### src/rtl/lsu_dmem_master.sv
// lsu_dmem_master: load/store initiator for a word-addressed data memory; sub-word stores use read-modify-write.
// Optional LSU_RANGE_CHECK_EN: word index >= MEM_WORDS returns an error without touching memory.
module lsu_dmem_master #(
    parameter int MEM_WORDS  = 256,
    parameter bit BIG_ENDIAN = 1'b0
) (
    input  logic        clk,
    input  logic        rst_n,
    input  logic        req_valid,
    output logic        req_ready,
    input  logic        req_write,
    input  logic [1:0]  req_size,
    input  logic        req_signed,
    input  logic [31:0] req_addr,
    input  logic [31:0] req_wdata,
    output logic        resp_valid,
    input  logic        resp_ready,
    output logic [31:0] resp_rdata,
    output logic        resp_err,
    output logic [31:0] mem_addr,
    output logic [31:0] mem_wdata,
    output logic        mem_write,
    input  logic [31:0] mem_rdata
);
    typedef enum logic [2:0] {IDLE, LOAD, STORE, RMW_RD, RMW_WR, RESP} state_e;
    state_e      state_q, state_d;
    logic        sgn_q, err_q;
    logic [1:0]  size_q;
    logic [31:0] addr_q, wdata_q, word_q, word_d, rdata_q, rdata_d;
    logic        accept, req_err, range_err;
    logic [4:0]  sh;
    logic [31:0] lane, ext, mask, merged;
    assign accept = req_valid && req_ready;
`ifdef LSU_RANGE_CHECK_EN
    assign range_err = {2'b00, req_addr[31:2]} >= 32'(MEM_WORDS);
`else
    assign range_err = MEM_WORDS < 0;
`endif
    assign req_err = (req_size == 2'b11) || (req_size == 2'b01 && req_addr[0])
                  || (req_size == 2'b10 && |req_addr[1:0]) || range_err;
    // Lane bit offset; BIG_ENDIAN mirrors the byte/half position within the word.
    assign sh     = size_q == 2'b00 ? {addr_q[1:0] ^ {2{BIG_ENDIAN}}, 3'b000} : {addr_q[1] ^ BIG_ENDIAN, 4'b0000};
    assign lane   = mem_rdata >> sh;
    assign ext    = size_q == 2'b00 ? {{24{sgn_q & lane[7]}}, lane[7:0]}
                  : size_q == 2'b01 ? {{16{sgn_q & lane[15]}}, lane[15:0]} : mem_rdata;
    assign mask   = (size_q == 2'b00 ? 32'h0000_00FF : 32'h0000_FFFF) << sh;
    assign merged = (word_q & ~mask) | ((wdata_q << sh) & mask);
    always_comb begin
        state_d = state_q;
        rdata_d = rdata_q;
        word_d  = word_q;
        case (state_q)
            IDLE: if (accept) begin
                rdata_d = '0;
                state_d = req_err ? RESP : !req_write ? LOAD : req_size == 2'b10 ? STORE : RMW_RD;
            end
            LOAD: begin
                rdata_d = ext;
                state_d = RESP;
            end
            STORE:   state_d = RESP;
            RMW_RD: begin
                word_d  = mem_rdata;
                state_d = RMW_WR;
            end
            RMW_WR:  state_d = RESP;
            RESP:    state_d = resp_ready ? IDLE : RESP;
            default: state_d = IDLE;
        endcase
    end
    always_ff @(posedge clk or negedge rst_n) begin
        if (!rst_n) begin
            state_q <= IDLE;
            sgn_q   <= 1'b0;
            err_q   <= 1'b0;
            size_q  <= 2'b00;
            addr_q  <= '0;
            wdata_q <= '0;
            word_q  <= '0;
            rdata_q <= '0;
        end else begin
            state_q <= state_d;
            word_q  <= word_d;
            rdata_q <= rdata_d;
            if (accept) begin
                sgn_q   <= req_signed;
                err_q   <= req_err;
                size_q  <= req_size;
                addr_q  <= req_addr;
                wdata_q <= req_wdata;
            end
        end
    end
    assign req_ready  = state_q == IDLE;
    assign resp_valid = state_q == RESP;
    assign resp_rdata = rdata_q;
    assign resp_err   = err_q;
    assign mem_addr   = {2'b00, addr_q[31:2]};
    assign mem_write  = state_q == STORE || state_q == RMW_WR;
    assign mem_wdata  = state_q == STORE ? wdata_q : state_q == RMW_WR ? merged : '0;
endmodule

### config.mk
export PLATFORM = sky130hd
export DESIGN_NAME = lsu_dmem_master
export DESIGN_NICKNAME = d
export VERILOG_FILES = /design/src/rtl/lsu_dmem_master.sv
export SDC_FILE = /design/constraint.sdc
export NUM_CORES = 1
export LEC_CHECK = 0
export ABC_AREA = 1
export BUFFER_PORTS_ARGS = -buffer_cell sky130_fd_sc_hd__buf_4
export CAP_MARGIN = 20
export CORE_MARGIN = 2
export CORE_UTILIZATION = 40
export CTS_CLUSTER_DIAMETER = 100
export CTS_CLUSTER_SIZE = 40
export DETAILED_ROUTE_END_ITERATION = 7
export GPL_TIMING_DRIVEN = 0
export HOLD_SLACK_MARGIN = 0.15
export MAX_ROUTING_LAYER = met4
export PLACE_DENSITY = 0.65
export SYNTH_ARGS = -nofsm -noshare
export SYNTH_HDL_FRONTEND = slang
export SYNTH_SLANG_ARGS = --single-unit
### constraint.sdc
create_clock -name clk -period 1.7 [get_ports clk]
set_input_delay 0 -clock clk [delete_from_list [all_inputs] [get_ports clk]]
set_output_delay 0 -clock clk [all_outputs]
set_load 0.01 [all_outputs]
# Word level (Yosys, flattened, before mapping)
# Index checks and enable logic that the tools add are counted.
totals:
  regBits: 135
  input_bits: 104
  out_inout_bits: 100
  word_cells: 53
classes:
  eq_ne: 10
  shifts: 3
  muxes: 14
  bitwise_logic: 6
  reduce_logical: 12
ops:
  columns: ["operator", "n"]
  rows:
  - ["two-way mux 32 bit", 5]
  - ["bitwise AND 32 bit", 2]
  - ["case mux 32 bit (2 select lines)", 1]
  - ["inverter 32 bit", 1]
  - ["OR 32 bit", 1]
  - ["<< shifter 16 x 5 -> 32 bit", 1]
  - ["<< shifter 32 x 5 -> 32 bit", 1]
  - ["right shift 32 x 5 -> 16 bit", 1]
  - ["two-way mux 16 bit", 1]
  - ["case mux 3 bit (4 select lines)", 1]
  - ["two-way mux 3 bit", 3]
  - ["== test 3 x 2 -> 1 bit, second input constant", 2]
  - ["== test 3 bit, second input constant", 2]
  - ["== test 2 x 1 -> 1 bit, second input constant", 2]
  - ["== test 2 bit, second input constant", 2]
  - ["two-way mux 4 bit", 1]
  - ["== test 3 x 1 -> 1 bit, second input constant", 1]
  - ["logical AND 1 bit", 3]
  - ["zero test 3 bit", 1]
  - ["logical OR 1 bit", 3]
  - ["OR reduction 3 bit", 1]
  - ["bitwise AND 1 bit", 2]
  - ["zero test 2 bit", 1]
  - ["two-way mux 2 bit", 1]
  - ["5 further kinds", 5]

# Depth between registers and ports, before layout
depth:
  ltp_word: 8
  ltp_mapped: 10
  depth_no_buf: 10

# Worst setup path after synthesis
# OpenSTA, ideal clock, no wires.
synth_path:
  kind: "reg2reg"
  startpoint: "register size_q[1]"
  endpoint: "register rdata_q[25], in the netlist resp_rdata[25]"
  setup_time_ns: 0.117
  t_arrival_ns: 1.427
  required_ns: 1.583
  setup_slack_ns: 0.156
  path_stages_with_launch: 10
  path_buffers: 2
  synth_period_minus_slack_ns: 1.544
  cell_sequence: "dfrtp_1 -> nor2_4 -> inv_4 -> or2_1 -> buf_6 -> buf_6 -> nand3_1 -> nand2_1 -> nand3_1 -> nand2_1"
synth_between:
  elab_chain_len: 7
  elab_cells_between_ends: 9
  classes_between: "eq/ne (1); shift (1); mux (4); bitwise (2); reduce/logical (1)"
synth_lines:
  columns: ["item", "line", "rtl"]
  rows:
  - ["from (decl)", "28", "logic [1:0] size_q;"]
  - ["from (signal assigned)", "88", "size_q <= req_size;"]
  - ["zero test 2 bit", "42, 44", null]
  - ["two-way mux 4 bit", "42", "assign sh = size_q == 2'b00 ? {addr_q[1:0] ^ {2{BIG_ENDIAN}}, 3'b000} : {addr_q[1] ^ BIG_ENDIAN, 4'b0000};"]
  - ["right shift 32 x 5 -> 16 bit", "43", "assign lane = mem_rdata >> sh;"]
  - ["bitwise AND 1 bit", "45", ": size_q == 2'b01 ? {{16{sgn_q & lane[15]}}, lane[15:0]} : mem_rdata;"]
  - ["two-way mux 32 bit", "45", null]
  - ["two-way mux 32 bit *", "44", "assign ext = size_q == 2'b00 ? {{24{sgn_q & lane[7]}}, lane[7:0]}"]
  - ["case mux 32 bit (2 select lines) *", "52", "case (state_q)"]
  - ["to (signal assigned)", "84", "rdata_q <= rdata_d;"]
  - ["to (decl)", "29", "logic [31:0] addr_q, wdata_q, word_q, word_d, rdata_q, rdata_d;"]
# Mark *: on every way between the ends. The rest lies on a longest branch, timed or not.
# A chain may end at the register's enable or synchronous reset.

# Worst setup path in the final report
layout_path:
  startpoint: "register size_q[1]"
  endpoint: "output mem_wdata[10]"
layout_between:
  elab_chain_len: 8
  elab_cells_between_ends: 11
  classes_between: "shift (2); mux (4); bitwise (4); reduce/logical (1)"
layout_lines:
  columns: ["item", "line", "rtl"]
  rows:
  - ["zero test 2 bit *", "42, 46", null]
  - ["two-way mux 16 bit / two-way mux 4 bit (equally long branches)", "46, 42", null]
  - ["<< shifter 16 x 5 -> 32 bit", "46", "assign mask = (size_q == 2'b00 ? 32'h0000_00FF : 32'h0000_FFFF) << sh;"]
  - ["inverter 32 bit", "47", "assign merged = (word_q & ~mask) | ((wdata_q << sh) & mask);"]
  - ["bitwise AND 32 bit", "47", null]
  - ["OR 32 bit *", "47", null]
  - ["two-way mux 32 bit * (2 in series)", "100", "assign mem_wdata = state_q == STORE ? wdata_q : state_q == RMW_WR ? merged : '0;"]
  - ["to (decl)", "21", "output logic [31:0] mem_wdata,"]
# Marks and branches as above.

==> results.yml <==
floorplanning:
  core_mm2: 0.0166
  dieArea_mm2: 0.0182
  num_io_pins: 204
  num_rows: 47
  die_x_um: 135
  start_util_pct: 41.2
  die_h_um: 135
clock_tree:
  cts-root-buf: "clkbuf_16"
  clkTransAtPathRegs_ns: 0.06
  cts_buffers: 17
  cts_buffer_depth: 2
  cts_tree: "yes"
  cts_sinks: 135
  clock_latency_ns: 0.43
  htreeDepth: 4
pwr:
  pwr-share-seq_pct: 28.4
  p_per_area_mw_per_mm2: 1830
  swShare_pct: 40.9
  power.switching_mw: 8.23
  p_int_mw: 11.9
  combinationalPowerShare_pct: 52.2
  leakage_nw: 5.69
  pwr-share-clk_pct: 19.4
  ir_worst_vdd_mv: 1.12
critical_path:
  startpoint_type: "flop"
  r2r_start: "size_q[1]"
  r2r_slack_ns: -0.14
  critPathCapture: "mem_wdata[10]"
  reg2reg_depth: 11
  critPathLaunch: "size_q[1]"
  cp_max_fo: 7
  crit_family: "flip-flops"
  crit_type: "reg -> out"
  cp_slowest_cell: "dfrtp_2"
  worstPathRequired_ns: 1.70
  crit_chain: "nor2_4, nand2_4, buf_8, buf_8, nand2_4, o21ai_4, a21oi_2, o21ai_1, o21ai_1, buf_4"
  r2r_end: "resp_rdata[5]"
  cp_num_buf_inv: 3
  critPathArrivalTime_ns: 1.95
  crit_cells: 10
  critPathMaxStageDelay_ns: 0.43
  cp-end-kind: "output port"
timing:
  tightest_slew_ns: 0.518
  fin_tns_setup_ns: -6.48
  fin_crit_ns: 1.95
  setup_viol: 43
  hold_violations: 0
  min_period_over_period_pct: 114
  finalClockSkew_ns: 0.00787
  rsz0062_at_grt: "true"
  layout_setup_ws_ns: -0.246
  maxSlewViolCount: 0
  max_freq_ghz: 0.514
  slew_headroom_pct: 65.5
drt:
  vias: 7343
  drc: 0
  post_drt_wl_per_cell_um: 16.3
  route.final.wire_length_mm: 24.2
  drt_iter0_markers: 584
  dr.pass1.iters: 5
  ant_nets: 0
  drt-vias-per-instance: 4.96
layout:
  layout-drive-gt1-share_pct: 33.2
  final_area_mm2: 0.0110
  insertedDiodeCount: 0
  nFillCells: 1381
  area_growth_pct: 60.1
  final_nets: 1351
global_route:
  grt_remaining_overflow: 0
  grt_pass1_wl_mm: 37.2
  grt_pass1_vias: 7267
  grt_max_degree: 87
  grt_usage_pct: 27.2
  grt_antenna_before_repair: 0
run_status:
  violations: "setup timing"
  status: "complete, but fails checks"
placed_design:
  placed_area_mm2: 0.00867
  portBuffers: 201
  place.gp.congestion: 0.887
  dp_hpwl_mm: 16.8
synth:
  yosysWarnings: 0
  yosys-top-cells-area: "dfrtp_1 49%, nand2_1 20%, o21ai_0 9.2%, nand3_1 4.4%, buf_4 3.7%"
  synth_top_area_share_pct: 49.3
  synth_seq_cells: 135
  synth_cell_type_count: 28
  syn_area_mm2: 0.00685
  synth.largest_area_cell: "dfrtp_1"
  syn_avg_cell_area_um2: 7.62
  yosysSeqAreaShare_pct: 49.3
  netlist_instances: 899
job:
  maxCapViolCount: 0
worst_hold_path:
  hp-class: "in -> reg"
==> synth_stat cells, drive strengths merged <==
master,n
a21oi,26
a31o,1
a31oi,1
buf,55
clkbuf,23
clkinv,1
conb,1
dfrtp,135
inv,61
mux2,7
nand2,359
nand3,64
nand3b,5
nor2,22
nor3,1
o21ai,135
o31ai,1
or2,1
==> flip-flops by register name (all words and copies together), names as in the netlist <==
signal and count:
resp_rdata 32, word_q 32, size_q 2, resp_err 1
wdata_q 32, state_q 3, sgn_q 1, addr_q 32
==> placed cells by master, fill, tap and decap left out, drive strengths merged <==
master,instances
a21oi,26
clkbuf,46
o21ai,135
a31oi,1
dlygate4sd3,104
dfrtp,135
clkinvlp,6
nand3,64
nand2,359
conb,2
clkinv,4
bufinv,3
nor2,23
mux2,7
inv,61
nor3,1
nand3b,5
buf,275
or2,1
a31o,1
o31ai,1
==> logic make-up after synthesis <==
group	Yosys count	share of synthesized area [%]
DFF	135	49.3
AOI/OAI and AO/OA	164	12.1
and+or+nand+nor	452	27.0
buffers and inverters	140	10.4
muxes	7	1.15
other	1	0.0547
==> metal layers <==
metal / GRT usage [%] / part of all wire, % / wire (um) / vias to the layer above
met1: 34.8 / 43 / 10400 / 3410
met4: 10.3 / 2.3 / 544 / 0
li1: - / - / - / 3543
met3: 4.80 / 7.2 / 1730 / 58
met2: 43.5 / 48 / 11500 / 332
met5: - / 0 / 0 / -
==> through the flow <==
stage          instances  worst slack, ns  hold WS, ns  util [%]  total power, mW
4_1_cts             1467           -0.280        0.306      63.7             19.1
5_1_grt             1480           -0.308        0.327      65.9             21.5
3_5_place_dp        1322           -0.423      -0.0252      52.1             14.2
2_1_floorplan        900            0.156       -0.296         -             10.6
3_3_place_gp        1321           -0.411        0.203      51.9             14.1
6_report            1480           -0.246        0.315      65.9             20.1
==> power groups by stage <==
| stage | registers (mW) | logic, mW | clock network (mW) |
|---|---|---|---|
| 4_1_cts | 5.64 | 9.58 | 3.93 |
| 5_1_grt | 5.86 | 11.5 | 4.09 |
| 2_1_floorplan | 5.51 | 5.13 | 0 |
| 3_5_place_dp | 5.63 | 8.62 | 0 |
| 3_3_place_gp | 5.60 | 8.51 | 0 |
| 6_report | 5.71 | 10.5 | 3.89 |
==> final cells by class <==
type                            count  area [um2]  area share [%]
Timing Repair inverter              1        7.51          0.0685
Timing Repair Buffer              327        2780            25.4
Multi-Input combinational cell    626        3090            28.1
Clock inverter                     11         146            1.33
Sequential cell                   135        3380            30.8
Clock buffer                       21         480            4.38
Tap cell                          220         275            2.51
Inverter                           62         243            2.21
Buffer                             77         566            5.16
==> how the worst min path moves through the flow <==
stage	endpoint	slack [ns]	depth (start not counted)	start
after floorplan	addr_q[0]	-0.30	0	rst_n
after global placement	addr_q[20]	0.20	3	req_addr[20]
after detailed placement	addr_q[2]	-0.03	1	rst_n
after CTS	addr_q[28]	0.31	4	req_addr[28]
after global routing	addr_q[20]	0.33	4	req_addr[20]
final	addr_q[20]	0.32	4	req_addr[20]
==> worst register-to-register path, stage by stage (launching register included) <==
cell and delay [ns]:
dfrtp_2 0.43, nor2_4 0.17, nand2_4 0.08, buf_8 0.14, buf_4 0.13, buf_6 0.13
nor2_4 0.18, inv_2 0.10, o21ai_1 0.14, nand2_1 0.10, nand2_1 0.09, nand2_1 0.05
==> timing repair <==
| item | in CTS | in global routing |
|---|---|---|
| resized for setup | 101 | 106 |
| hold endpoints to repair | 270 | 0 |
| cloned | 0 | 4 |
| endpoints found under the setup margin | 112 | 143 |
| hold buffers | 104 | 0 |
| setup buffers | 10 | 9 |
| pin swaps | 12 | 24 |
Note: power is estimated with default switching activity, not from simulation.
